$ cat config.mk
export PLATFORM = sky130hd
export DESIGN_NAME = ql_bank_cfg_loader
export DESIGN_NICKNAME = d
export VERILOG_FILES = /design/src/rtl/ql_bank_cfg_loader.sv
export SDC_FILE = /design/constraint.sdc
export NUM_CORES = 1
export LEC_CHECK = 0
export ABC_CLOCK_PERIOD_IN_PS = 1500
export CAP_MARGIN = 20
export CORE_MARGIN = 2
export CORE_UTILIZATION = 50
export CTS_BUF_LIST = sky130_fd_sc_hd__clkbuf_4
export DETAILED_ROUTE_END_ITERATION = 7
export GPL_TIMING_DRIVEN = 0
export PLACE_DENSITY = 0.92
export SYNTH_ARGS = -nofsm -noshare
export SYNTH_HDL_FRONTEND = slang
export SYNTH_SLANG_ARGS = --single-unit
$ cat constraint.sdc
create_clock -name prog_clk -period 1.5 [get_ports prog_clk]
set_input_delay 0.375 -clock prog_clk [delete_from_list [all_inputs] [get_ports prog_clk]]
set_output_delay 0.375 -clock prog_clk [all_outputs]
set_load 0.01 [all_outputs]
$ cat src/rtl/ql_bank_cfg_loader.sv
// Memory-bank configuration loader: streams one bitline word per row and pulses a one-hot wordline.
// Optional parity checking of incoming row words is enabled with `define QL_CFG_PARITY_CHECK_EN.
module ql_bank_cfg_loader #(
    parameter int BL_WIDTH  = 8,
    parameter int WL_WIDTH  = 8,
    parameter int SETUP_CYC = 2,
    parameter int PULSE_CYC = 3,
    localparam int ROW_W    = $clog2(WL_WIDTH)
) (
    input  logic                prog_clk,
    input  logic                global_resetn,
    input  logic                cfg_start,
    input  logic [BL_WIDTH-1:0] cfg_data,
    input  logic                cfg_valid,
`ifdef QL_CFG_PARITY_CHECK_EN
    input  logic                cfg_parity,
    output logic                parity_err,
`endif
    output logic                cfg_ready,
    output logic [0:BL_WIDTH-1] bl,
    output logic [0:WL_WIDTH-1] wl,
    output logic                busy,
    output logic                done,
    output logic [ROW_W-1:0]    row
);

    localparam int CNT_MAX = (SETUP_CYC > PULSE_CYC) ? SETUP_CYC : PULSE_CYC;
    localparam int CNT_W   = $clog2(CNT_MAX + 1);
    localparam logic [CNT_W-1:0] SETUP_LAST = CNT_W'(SETUP_CYC - 1);
    localparam logic [CNT_W-1:0] PULSE_LAST = CNT_W'(PULSE_CYC - 1);
    localparam logic [ROW_W-1:0] ROW_LAST   = ROW_W'(WL_WIDTH - 1);

    typedef enum logic [2:0] {
        ST_IDLE  = 3'd0,
        ST_LOAD  = 3'd1,
        ST_SETUP = 3'd2,
        ST_PULSE = 3'd3,
        ST_HOLD  = 3'd4,
        ST_DONE  = 3'd5
    } state_t;

    state_t              state_r;
    logic [CNT_W-1:0]    cnt_r;
    logic [ROW_W-1:0]    row_r;
    logic [0:BL_WIDTH-1] bl_r;
    logic [0:WL_WIDTH-1] wl_r;
    logic                busy_r;
    logic                done_r;
`ifdef QL_CFG_PARITY_CHECK_EN
    logic                skip_r;
    logic                parity_err_r;

    function automatic logic even_parity(input logic [BL_WIDTH-1:0] data);
        return ^data;
    endfunction
`endif

    function automatic logic [0:WL_WIDTH-1] row_onehot(input logic [ROW_W-1:0] r);
        logic [0:WL_WIDTH-1] v;
        v    = '0;
        v[r] = 1'b1;
        return v;
    endfunction

    // Programming sequencer; reset is asynchronous so wl drops immediately even mid-pulse.
    always_ff @(posedge prog_clk or negedge global_resetn) begin
        if (!global_resetn) begin
            state_r <= ST_IDLE;
            cnt_r   <= '0;
            row_r   <= '0;
            bl_r    <= '0;
            wl_r    <= '0;
            busy_r  <= 1'b0;
            done_r  <= 1'b0;
`ifdef QL_CFG_PARITY_CHECK_EN
            skip_r       <= 1'b0;
            parity_err_r <= 1'b0;
`endif
        end else begin
            case (state_r)
                ST_IDLE, ST_DONE: begin
                    if (cfg_start) begin
                        state_r <= ST_LOAD;
                        row_r   <= '0;
                        cnt_r   <= '0;
                        done_r  <= 1'b0;
                        busy_r  <= 1'b1;
`ifdef QL_CFG_PARITY_CHECK_EN
                        parity_err_r <= 1'b0;
`endif
                    end
                end
                ST_LOAD: begin
                    if (cfg_valid) begin
                        for (int i = 0; i < BL_WIDTH; i++) begin
                            bl_r[i] <= cfg_data[i];
                        end
                        cnt_r   <= '0;
                        state_r <= ST_SETUP;
`ifdef QL_CFG_PARITY_CHECK_EN
                        skip_r       <= (cfg_parity != even_parity(cfg_data));
                        parity_err_r <= parity_err_r | (cfg_parity != even_parity(cfg_data));
`endif
                    end
                end
                ST_SETUP: begin
                    if (cnt_r == SETUP_LAST) begin
`ifdef QL_CFG_PARITY_CHECK_EN
                        // A row whose word failed parity keeps its timing but is never written.
                        if (skip_r) begin
                            wl_r <= '0;
                        end else begin
                            wl_r <= row_onehot(row_r);
                        end
`else
                        wl_r <= row_onehot(row_r);
`endif
                        cnt_r   <= '0;
                        state_r <= ST_PULSE;
                    end else begin
                        cnt_r <= cnt_r + 1'b1;
                    end
                end
                ST_PULSE: begin
                    if (cnt_r == PULSE_LAST) begin
                        wl_r    <= '0;
                        cnt_r   <= '0;
                        state_r <= ST_HOLD;
                    end else begin
                        cnt_r <= cnt_r + 1'b1;
                    end
                end
                ST_HOLD: begin
                    if (row_r == ROW_LAST) begin
                        state_r <= ST_DONE;
                        done_r  <= 1'b1;
                        busy_r  <= 1'b0;
                    end else begin
                        row_r   <= row_r + 1'b1;
                        state_r <= ST_LOAD;
                    end
                end
                default: begin
                    state_r <= ST_IDLE;
                    wl_r    <= '0;
                    cnt_r   <= '0;
                    busy_r  <= 1'b0;
                end
            endcase
        end
    end

    assign cfg_ready = (state_r == ST_LOAD);
    assign bl        = bl_r;
    assign wl        = wl_r;
    assign busy      = busy_r;
    assign done      = done_r;
    assign row       = row_r;
`ifdef QL_CFG_PARITY_CHECK_EN
    assign parity_err = parity_err_r;
`endif

endmodule
* Yosys cells after proc, flatten, opt, wreduce, memory -nomap -nowiden
Index checks and enable logic that the tools add are counted.
Cells by class: equality and inequality tests 14, $add $sub $neg 2, shifts and indexed selects 0, bitwise operators 4, muxes and demuxes 25, reductions and logical operators 13, $mul 0, divide/modulo/power cells 0, magnitude comparators 2
Operators with widths (number):
- case mux 8 bit (3 select lines) | 1
- 2-to-1 mux 3 bit | 7
- 2-to-1 mux 8 bit | 2
- case mux 3 bit (5 select lines) | 1
- AND reduction 3 bit | 5
- != test 2 bit (second input constant) | 6
- case mux 2 bit (5 select lines) | 1
- equality test 3 bit (second input constant) | 3
- 2-to-1 mux 2 bit | 4
- equality test 3 x 2 -> 1 bit (second input constant) | 2
- case mux 3 bit (2 select lines) | 1
- 2-to-1 mux 1 bit | 5
- greater-or-equal comparator 4 bit (second input constant) | 1
- less-than comparator 4 x 1 -> 1 bit (second input constant) | 1
- inverter 3 -> 4 bit | 1
- AND reduction 4 bit | 1
- OR reduction 4 bit | 1
- adder 3 x 1 -> 3 bit (second input constant) | 1
- demux 1 bit (select 3 bit) | 1
- equality test 3 x 1 -> 1 bit (second input constant) | 1
- logical NOT 3 bit | 1
- inverter 1 bit | 3
- case mux 1 bit (3 select lines) | 1
- OR reduction 3 bit | 1
- other kinds (8) | 8
Storage, ports and cells: bits in writable memories 0, memory bits (read-only) 0, output and inout bits 22, bits of input ports 12, latch bits 0, memories kept 0, register bits after elaboration 26

* Logic depth before layout (Yosys ltp)
Gate-level depths: netlist (run 1).
word-level depth 7, depth in mapped cells 5, gate-level depth less buffers 5

* Worst setup path after synthesis (run 1)
No wires, ideal clock.
kind reg2reg, from register row_r[0] (netlist: row[0]), to register row_r[0] (netlist: row[0]), stages on the path, launching flop included 6, buffers on the path 0, arrival 1330 ps, library setup time 125 ps, slack 45 ps, path through dfrtp_1 > ha_1 > ha_1 > inv_1 > o211ai_1 > mux2_2
On the way: word-level cells in the longest chain between the ends 3
RTL lines:
- start: declaration | RTL line 44 | logic [ROW_W-1:0] row_r;
- start signal: assignment | RTL line 139 | row_r <= row_r + 1'b1;
- adder 3 x 1 -> 3 bit or equality test 3 bit (tied branches) | RTL line 139, 134
- 2-to-1 mux 3 bit or != test 2 bit (tied branches)
- case mux 3 bit (2 select lines) or AND reduction 3 bit (tied branches)
Parallel ways exist; a longest one is shown, timed or not. The select of a mux whose other input is x is not followed. A chain may end at the register's enable or synchronous reset.

* Worst setup path in the final report (run 1)
from register state_r[1], to output port cfg_ready
On the way: word-level cells in the longest chain between the ends 1
RTL lines:
- start: declaration | RTL line 42 | state_t state_r;
- start signal: assignment | RTL line 68 | state_r <= ST_IDLE;
- start signal: assignment | RTL line 83 | state_r <= ST_LOAD;
- start signal: assignment | RTL line 99 | state_r <= ST_SETUP;
- equality test 3 x 1 -> 1 bit | RTL line 153 | assign cfg_ready = (state_r == ST_LOAD);
- end: declaration | RTL line 19 | output logic cfg_ready,
Every way passes these cells.

==> metrics.md, run 1 <==
| Metric | Value |
|---|---|
| Most frequent cells in the layout | `22 x dfrtp_1, 21 x buf_4, 19 x dlygate4sd2_1, 11 x clkdlybuf4s50_1, 10 x inv_1` |
| CP Max Fanout | `10` |
| CTS Hold Bufs | `0` |
| Netlist Area Pre-Place | `between 1000 and 1500 um^2` |
| Global-route wire length before repair | `approximately 6.2 mm` |
| Share of layout cells above drive strength 1 | `0.418` |
| Vias per Instance | `5.88` |
| Slowest stage delay, CP | `0.46 ns` |
| Initial DRC count | `57` |
| Hold Vio Cnt, Final | `0` |
| Max Transition Viols Final | `0` |
| RSZ-0062 raised after global routing | `yes` |
| Power per standard cell area | `1710 nW/um^2` |
| Reg2reg path depth | `5` |
| Routed WL per cell | `approximately 23 um` |
| Crit path arrival time | `1.26 ns` |
| Syn avg cell area | `roughly 12 um^2` |
| Main synth FF type | `dfrtp_1` |
| CP Cell Sequence | `buf_6, nor3_4, buf_2` |
| HP Class | `input pin to async pin` |
| Yosys warns | `0` |
| Final TNS setup | `-1.00 ns` |
| Starting Density | `0.538` |
| Largest net degree at the start of global routing | `16` |
| WP data required | `1.12 ns` |
| Max-cap check violation count | `0` |
| FP Rows | `18` |
| Total power | `3.54 mW` |
| Layout area overhead | `52.6%` |
| Die Y | `56.1 um` |
| Fin nets | `193` |
| GRT Util Overall | `0.258` |
| Crit-path slowest cell | `dfrtp_2` |
| Slew @ Worst Pin | `slightly above 0.6 ns` |
| Final Critical Period | `1.64 ns` |
| Antenna diode count | `0` |
| Crit Path Category | `flop to primary output` |
| Worst r2r src | `state_r[1]` |
| CTS tree | `built` |
| Global placement routability congestion | `0.861` |
| Hold WS | `0.400 ns` |
| Final worst setup slack | `-0.139 ns` |
| DRC errors left | `0` |
| Most common cell after layout, fill and taps aside | `dfrtp_1` |
| Failing checks | `setup timing` |
| Crit path launch type | `flop` |
| Routed vias | `1218` |
| Setup crit start | `state_r[1]` |
| Worst-path clk slew | `0.16 ns` |
| Syn Nets | `around 130` |
| Async set-or-reset flop fraction in the synthesized netlist | `1.00` |
| Core region area | `2520 um^2` |
| Cts bufs inserted | `3` |
| Initial antenna violation count | `0` |
| F_max | `around 600 MHz` |
| Endpoints failing setup | `14` |
| Port bufs | `33` |
| DP HPWL | `2.21 mm` |
| Vias in the first global route | `1216` |
| H-tree lvl count | `1` |
| Slew headroom | `0.589` |
| DR pass1 iterations | `6` |
| Maximum clock insertion buffer count | `2` |
| Worst Skew | `0.00683 ns` |
| Fillers | `120` |
| Status | `finished, violations left` |
| Crit. End Element | `primary output` |
| CTS Sinks | `26` |
| Mapped Cells | `117` |
| Fraction of the yosys area taken by sequential cells | `0.479` |
| Flops & latches, synth | `26` |
| Fin crit share | `1.09` |
| Register-to-Register Setup Slack | `-0.11 ns` |
| # IOs | `34` |
| Peak supply drop | `about 0.0012 V` |
| Post-route ant nets | `0` |
| Yosys cell types | `40` |
| Leakage | `0.960 nW` |
| Die width | `~56 um` |
| Post-synth EDFFs | `0` |
| Die area | `3150 um^2` |
| GRT overflow | `0` |
| Final wirelength | `4.78 mm` |
| Clock Latency Late Sink | `0.33 ns` |
| CTS root buffer | `clkbuf_4` |
per-stage QoR:
stage               setup WS, ns  std cells  instance area [um^2]  utilization
floorplan                 0.0452        117                  1360            -
global placement          -0.324        180                  1730        0.684
detailed placement        -0.363        181                  1740        0.690
CTS                       -0.132        197                  1890        0.750
global route              -0.197        207                  2070        0.821
finish                    -0.139        207                  2070        0.821
power breakdown:
part	leakage, nW	switching [mW]	internal [mW]
Clock	0.0279	0.236	0.270
Sequential	0.325	0.183	0.923
Combinational	0.607	0.933	0.998
Total	0.960	1.35	2.19
cells by family (layout without fill, tap and decap cells):
kind of cell,Yosys count,count (layout),synth area share
fa+ha+maj,3,3,0.0277
compound gates,31,31,0.194
simple gates,30,30,0.147
flops,26,26,0.479
mux,10,10,0.0857
buf+inv,17,77,0.0673
cells in the mapped netlist (all sizes together) (3+ instances only):
| master | n | area (um^2) |
|---|---|---|
| dfrtp | 26 | 651 |
| buf | 4 | 32.5 |
| o21ai | 11 | 85.1 |
| nor2 | 3 | 18.8 |
| inv | 12 | 45.0 |
| ha | 3 | 37.5 |
| mux2 | 10 | 116 |
| o211ai | 3 | 22.5 |
| nand3 | 4 | 20.0 |
| nand2 | 5 | 18.8 |
sequential cells by signal (all words and copies together), names as in the netlist:
register and count:
done 1, wl 8, row 3, state_r 3
cnt_r 2, busy 1, bl 8
critical path, delay by kind of cell, from the launching register on:
family / cells / cell delay, ns
flip-flops: 1 / 0.46
buffers and inverters: 2 / 0.31
AND/OR/NAND/NOR: 1 / 0.15
per-layer routing:
layer,up-vias,wire [um],global-route usage
li1,541,-,-
met1,615,1930,0.273
met2,50,2550,0.467
met3,12,189,0.0628
met4,0,114,0.133
met5,-,0,0
final timing paths:
path	endpoint
max reg2reg	bl[7]
min	row[1]
min reg2reg	bl[0]
max	cfg_ready
max in group asynchronous	state_r[1]
min in group prog_clk	bl[0]
layout make-up:
class / count / area [um^2] / share of cell area
repair buffers: 58 / 523 / 0.252
clock buffers: 3 / 22.5 / 0.0109
clock inverters: 1 / 30.0 / 0.0145
multi-input cells: 74 / 711 / 0.343
flip-flops and latches: 26 / 656 / 0.316
inverters: 12 / 45.0 / 0.0217
plain buffers: 3 / 47.5 / 0.0229
well taps: 30 / 37.5 / 0.0181
repair_timing:
item / in CTS / in global routing
gates cloned: 0 / 0
resized for setup: 38 / 22
endpoints found under the setup margin: 25 / 23
buffers inserted: 12 / 12
pin swaps: 1 / 6
hold endpoints to repair: 0 / 0
Power figures use the tool's default switching activity.
==> inputs of run 2 (changes only) <==
==> config.mk (replaced) <==
export PLATFORM = sky130hd
export DESIGN_NAME = ql_bank_cfg_loader
export DESIGN_NICKNAME = d
export VERILOG_FILES = /design/src/rtl/ql_bank_cfg_loader.sv
export SDC_FILE = /design/constraint.sdc
export NUM_CORES = 1
export LEC_CHECK = 0
export ABC_CLOCK_PERIOD_IN_PS = 1400
export CAP_MARGIN = 20
export CORE_MARGIN = 2
export CORE_UTILIZATION = 45
export CTS_BUF_LIST = sky130_fd_sc_hd__clkbuf_4
export DETAILED_ROUTE_END_ITERATION = 7
export GPL_TIMING_DRIVEN = 0
export PLACE_DENSITY = 0.88
export SYNTH_ARGS = -nofsm -noshare
export SYNTH_HDL_FRONTEND = slang
export SYNTH_SLANG_ARGS = --single-unit
==> constraint.sdc (replaced) <==
create_clock -name prog_clk -period 1.4 [get_ports prog_clk]
set_input_delay 0.35 -clock prog_clk [delete_from_list [all_inputs] [get_ports prog_clk]]
set_output_delay 0.35 -clock prog_clk [all_outputs]
set_load 0.01 [all_outputs]
==> metrics.md, run 2 (synthesis results as in run 1) <==
| Metric | Value |
|---|---|
| Fin nets | `201` |
| Die Y | `58.9 um` |
| Crit Path Category | `flop to primary output` |
| RSZ-0062 raised after global routing | `yes` |
| Leakage | `0.981 nW` |
| Status | `finished, violations left` |
| Fin crit share | `1.12` |
| Max Transition Viols Final | `0` |
| Initial DRC count | `26` |
| CTS tree | `built` |
| H-tree lvl count | `1` |
| GRT overflow | `0` |
| # IOs | `34` |
| Most frequent cells in the layout | `26 x buf_4, 22 x dfrtp_1, 11 x clkdlybuf4s15_1, 10 x inv_1, 10 x clkdlybuf4s50_1` |
| Reg2reg path depth | `4` |
| Vias per Instance | `5.74` |
| Post-route ant nets | `0` |
| Initial antenna violation count | `0` |
| Global placement routability congestion | `around 0.84` |
| Power per standard cell area | `1810 nW/um^2` |
| Max-cap check violation count | `0` |
| Crit path launch type | `flop` |
| Slew @ Worst Pin | `0.481 ns` |
| Hold Vio Cnt, Final | `0` |
| HP Class | `input pin to async pin` |
| Starting Density | `0.484` |
| Maximum clock insertion buffer count | `2` |
| Final TNS setup | `-1.67 ns` |
| Crit. End Element | `primary output` |
| Layout area overhead | `60.9%` |
| Antenna diode count | `0` |
| Area occupied by multi-input gates | `between 700 and 800 um^2` |
| Die width | `58.9 um` |
| Largest net degree at the start of global routing | `27` |
| Final wirelength | `4.17 mm` |
| Die area | `3470 um^2` |
| Worst-path clk slew | `between 0.1 and 0.15 ns` |
| Most common cell after layout, fill and taps aside | `buf_4` |
| DR pass1 iterations | `6` |
| Core region area | `2810 um^2` |
| CTS Sinks | `26` |
| CP Max Fanout | `7` |
| DRC errors left | `2` |
| Peak supply drop | `between 0.001 and 0.0015 V` |
| Total power | `3.95 mW` |
| Port bufs | `33` |
| Failing checks | `DRC, setup timing` |
| WP data required | `1.05 ns` |
| FP Rows | `19` |
| Fillers | `161` |
| Routed WL per cell | `roughly 19 um` |
| Storage cell area | `656 um^2` |
| Final worst setup slack | `-0.166 ns` |
| Cts bufs inserted | `3` |
| GRT Util Overall | `0.194` |
| F_max | `639 MHz` |
| DP HPWL | `1.93 mm` |
| Share of layout cells above drive strength 1 | `0.459` |
| CTS root buffer | `clkbuf_4` |
| Endpoints failing setup | `21` |
| Clock Latency Late Sink | `0.33 ns` |
| Crit path arrival time | `1.22 ns` |
| Global-route wire length before repair | `5.26 mm` |
| Worst slack, placed | `-0.451 ns` |
| Vias in the first global route | `about 1100` |
| Slew headroom | `0.679` |
| Final Critical Period | `1.57 ns` |
| Routed vias | `1239` |
| Worst Skew | `approximately 0.0057 ns` |
run 2: cell count changes in the layout (fill, tap and decap cells not counted), moves of 2 or more:
cell             previous run  this run
nor3b_2                     2         0
dlygate4sd2_1              19         9
buf_4                      21        26
nor3b_4                     0         2
clkdlybuf4s15_1             0        11
run 2: critical path, stage by stage, from the launching register on:
cell and delay (ns):
dfrtp_1 0.44, buf_8 0.15, nor3_4 0.15, buf_2 0.14
run 2: what timing repair did:
action | 4_1_cts | 5_1_grt
buffers inserted | 13 | 21
gates resized for setup | 43 | 39
setup endpoints to repair | 40 | 40
pin swaps | 5 | 10
hold buffers | 0 | 0
run 2: worst paths after layout:
kind / startpoint / end / slack, ns
worst max-delay path: state_r[2] / cfg_ready / -0.17
worst min-delay path: global_resetn / done / 0.06
worst max register to register: state_r[2] / row[0] / -0.16
worst min register to register: bl[1] / bl[1] / 0.52
max in group asynchronous: global_resetn / state_r[1] / 0.87
min in group prog_clk: bl[1] / bl[1] / 0.52
run 2: per-stage QoR:
step	util	hold slack, ns	cells	area (um^2)
after floorplan	-	0.0544	117	1360
after global placement	0.617	0.487	181	1730
after detailed placement	0.617	0.495	181	1730
after CTS	0.685	0.384	198	1920
after global routing	0.779	0.0866	216	2180
final	0.779	0.0642	216	2180
run 2: layout make-up:
cell class | instances | share of cell area
repair buffers | 66 | 0.281
plain buffers | 3 | 0.0189
clock inverters | 1 | 0.0137
clock buffers | 3 | 0.0103
inverters | 12 | 0.0218
multi-input cells | 74 | 0.337
flip-flops and latches | 26 | 0.300
well taps | 31 | 0.0178
run 2: power breakdown:
group	total [mW]	internal (mW)	leakage, nW	switching, mW
clock network	0.523	0.290	0.0279	0.233
logic	2.25	1.26	0.628	0.990
registers	1.18	0.989	0.325	0.187
total	3.95	2.54	0.981	1.41
run 2: per-layer routing:
metal	vias up	track usage	routed length, um
li1	561	-	-
met1	610	0.244	1610
met2	62	0.348	2230
met3	6	0.0286	273
met4	0	0.0487	52
met5	-	0	0
==> inputs of run 3 (changes only) <==
--- a/config.mk
+++ b/config.mk
@@ -12,6 +12,7 @@
 export CTS_BUF_LIST = sky130_fd_sc_hd__clkbuf_4
 export DETAILED_ROUTE_END_ITERATION = 7
 export GPL_TIMING_DRIVEN = 0
+export MAX_ROUTING_LAYER = met4
 export PLACE_DENSITY = 0.88
 export SYNTH_ARGS = -nofsm -noshare
 export SYNTH_HDL_FRONTEND = slang
==> metrics.md, run 3 (synthesis results as in run 1) <==
| Metric | Value |
|---|---|
| Die width | `58.9 um` |
| Leakage | `0.981 nW` |
| Antenna diode count | `0` |
| # IOs | `34` |
| F_max | `640 MHz` |
| CTS Hold Bufs | `0` |
| GRT overflow | `0` |
| GRT Util Overall | `0.200` |
| Slew headroom | `0.680` |
| Worst Skew | `0.00816 ns` |
| CTS Sinks | `26` |
| Max-cap check violation count | `0` |
| Hold Vio Cnt, Final | `0` |
| Largest net degree at the start of global routing | `27` |
| Initial antenna violation count | `0` |
| Starting Density | `0.484` |
| Peak supply drop | `0.00122 V` |
| FP Rows | `19` |
| Fin crit share | `1.12` |
| Worst-path clk slew | `0.14 ns` |
| Post-route ant nets | `0` |
| Worst slack, placed | `-0.451 ns` |
| Global placement routability congestion | `roughly 0.86` |
| Final wirelength | `4.16 mm` |
| Endpoints failing setup | `21` |
| Crit-path slowest cell | `dfrtp_1` |
| Final worst setup slack | `-0.162 ns` |
| Cts bufs inserted | `3` |
| Final Critical Period | `1.56 ns` |
| Max Transition Viols Final | `0` |
| CP Cell Sequence | `buf_8, nor3_4, buf_2` |
| Fin nets | `201` |
| CTS root buffer | `clkbuf_4` |
| RSZ-0062 raised after global routing | `yes` |
| H-tree lvl count | `1` |
| Crit Path Category | `flop to primary output` |
| Power per standard cell area | `1810 nW/um^2` |
| Crit. End Element | `primary output` |
| Clock Latency Late Sink | `0.33 ns` |
| Worst r2r src | `state_r[2]` |
| Core region area | `2810 um^2` |
| Most common cell after layout, fill and taps aside | `buf_4` |
| Hold WS | `0.0643 ns` |
| Routed vias | `1229` |
| WP data required | `1.05 ns` |
| Vias per Instance | `between 5 and 6` |
| Maximum clock insertion buffer count | `2` |
| Crit path launch type | `flop` |
| Global-route wire length before repair | `about 5.3 mm` |
| Slew @ Worst Pin | `0.480 ns` |
| Vias in the first global route | `1126` |
| Status | `finished, violations left` |
| Routed WL per cell | `a little under 20 um` |
| Port bufs | `33` |
| DRC errors left | `2` |
| DR pass1 iterations | `6` |
| DP HPWL | `1.93 mm` |
| Crit path arrival time | `1.21 ns` |
| CP Max Fanout | `7` |
| Most frequent cells in the layout | `26 x buf_4, 22 x dfrtp_1, 11 x clkdlybuf4s15_1, 10 x inv_1, 10 x clkdlybuf4s50_1` |
| HP Class | `input pin to async pin` |
| Setup crit start | `state_r[2]` |
| Final core occ | `0.779` |
| Layout area overhead | `60.9%` |
| Die area | `3470 um^2` |
| Initial DRC count | `43` |
| Die Y | `between 50 and 60 um` |
| Share of layout cells above drive strength 1 | `0.459` |
| Slowest stage delay, CP | `0.44 ns` |
| Failing checks | `DRC, setup timing` |
| CTS tree | `built` |
run 3: cell counts in the layout (fill, tap and decap cells not counted):
No cell type changed its count.
run 3: cell type report:
cell class	instances	area, um^2
Buffer	3	41.3
Clock buffer	3	22.5
Multi-Input combinational cell	74	736
Timing Repair Buffer	66	613
Tap cell	31	38.8
Sequential cell	26	656
Inverter	12	47.5
Fill cell	161	621
Clock inverter	1	30.0
run 3: critical path: cells and delay by family, from the launching register on:
kind	cells	cell delay, ns
simple gates	1	0.15
buf+inv	2	0.29
flops	1	0.44
run 3: through the flow:
step	std cells	cell area, um^2	power [mW]	setup TNS [ns]
6_report	216	2180	3.95	-1.62
5_1_grt	216	2180	4.16	-2.79
4_1_cts	198	1920	3.45	-1.72
3_5_place_dp	181	1730	2.72	-14.58
3_3_place_gp	181	1730	2.67	-12.21
2_1_floorplan	117	1360	2.11	0
run 3: worst paths after layout:
path,to,slack (ns),depth (start not counted)
hold / removal,done,0.06,1
max in group asynchronous,row[1],0.88,2
hold reg to reg,bl[1],0.52,1
min in group prog_clk,bl[1],0.52,1
setup / recovery,cfg_ready,-0.16,3
setup reg to reg,row[0],-0.15,4
run 3: metal layers:
metal / global-route usage / vias up / share of wire
met3: 0.0264 / 8 / 0.047
met1: 0.245 / 619 / 0.40
met5: - / - / 0
li1: - / 561 / -
met2: 0.348 / 41 / 0.54
met4: 0.0487 / 0 / 0.015
run 3: where the power goes:
group          switching, mW  internal [mW]  total, mW
combinational          0.989           1.26       2.25
sequential             0.185          0.989       1.17
clock                  0.235          0.290      0.524
total                   1.41           2.54       3.95
run 3: repair_timing:
item	CTS	global route
setup buffers	13	21
pin swaps	5	10
endpoints found under the setup margin	40	40
gates resized for setup	43	39
endpoints found under the hold margin	0	0
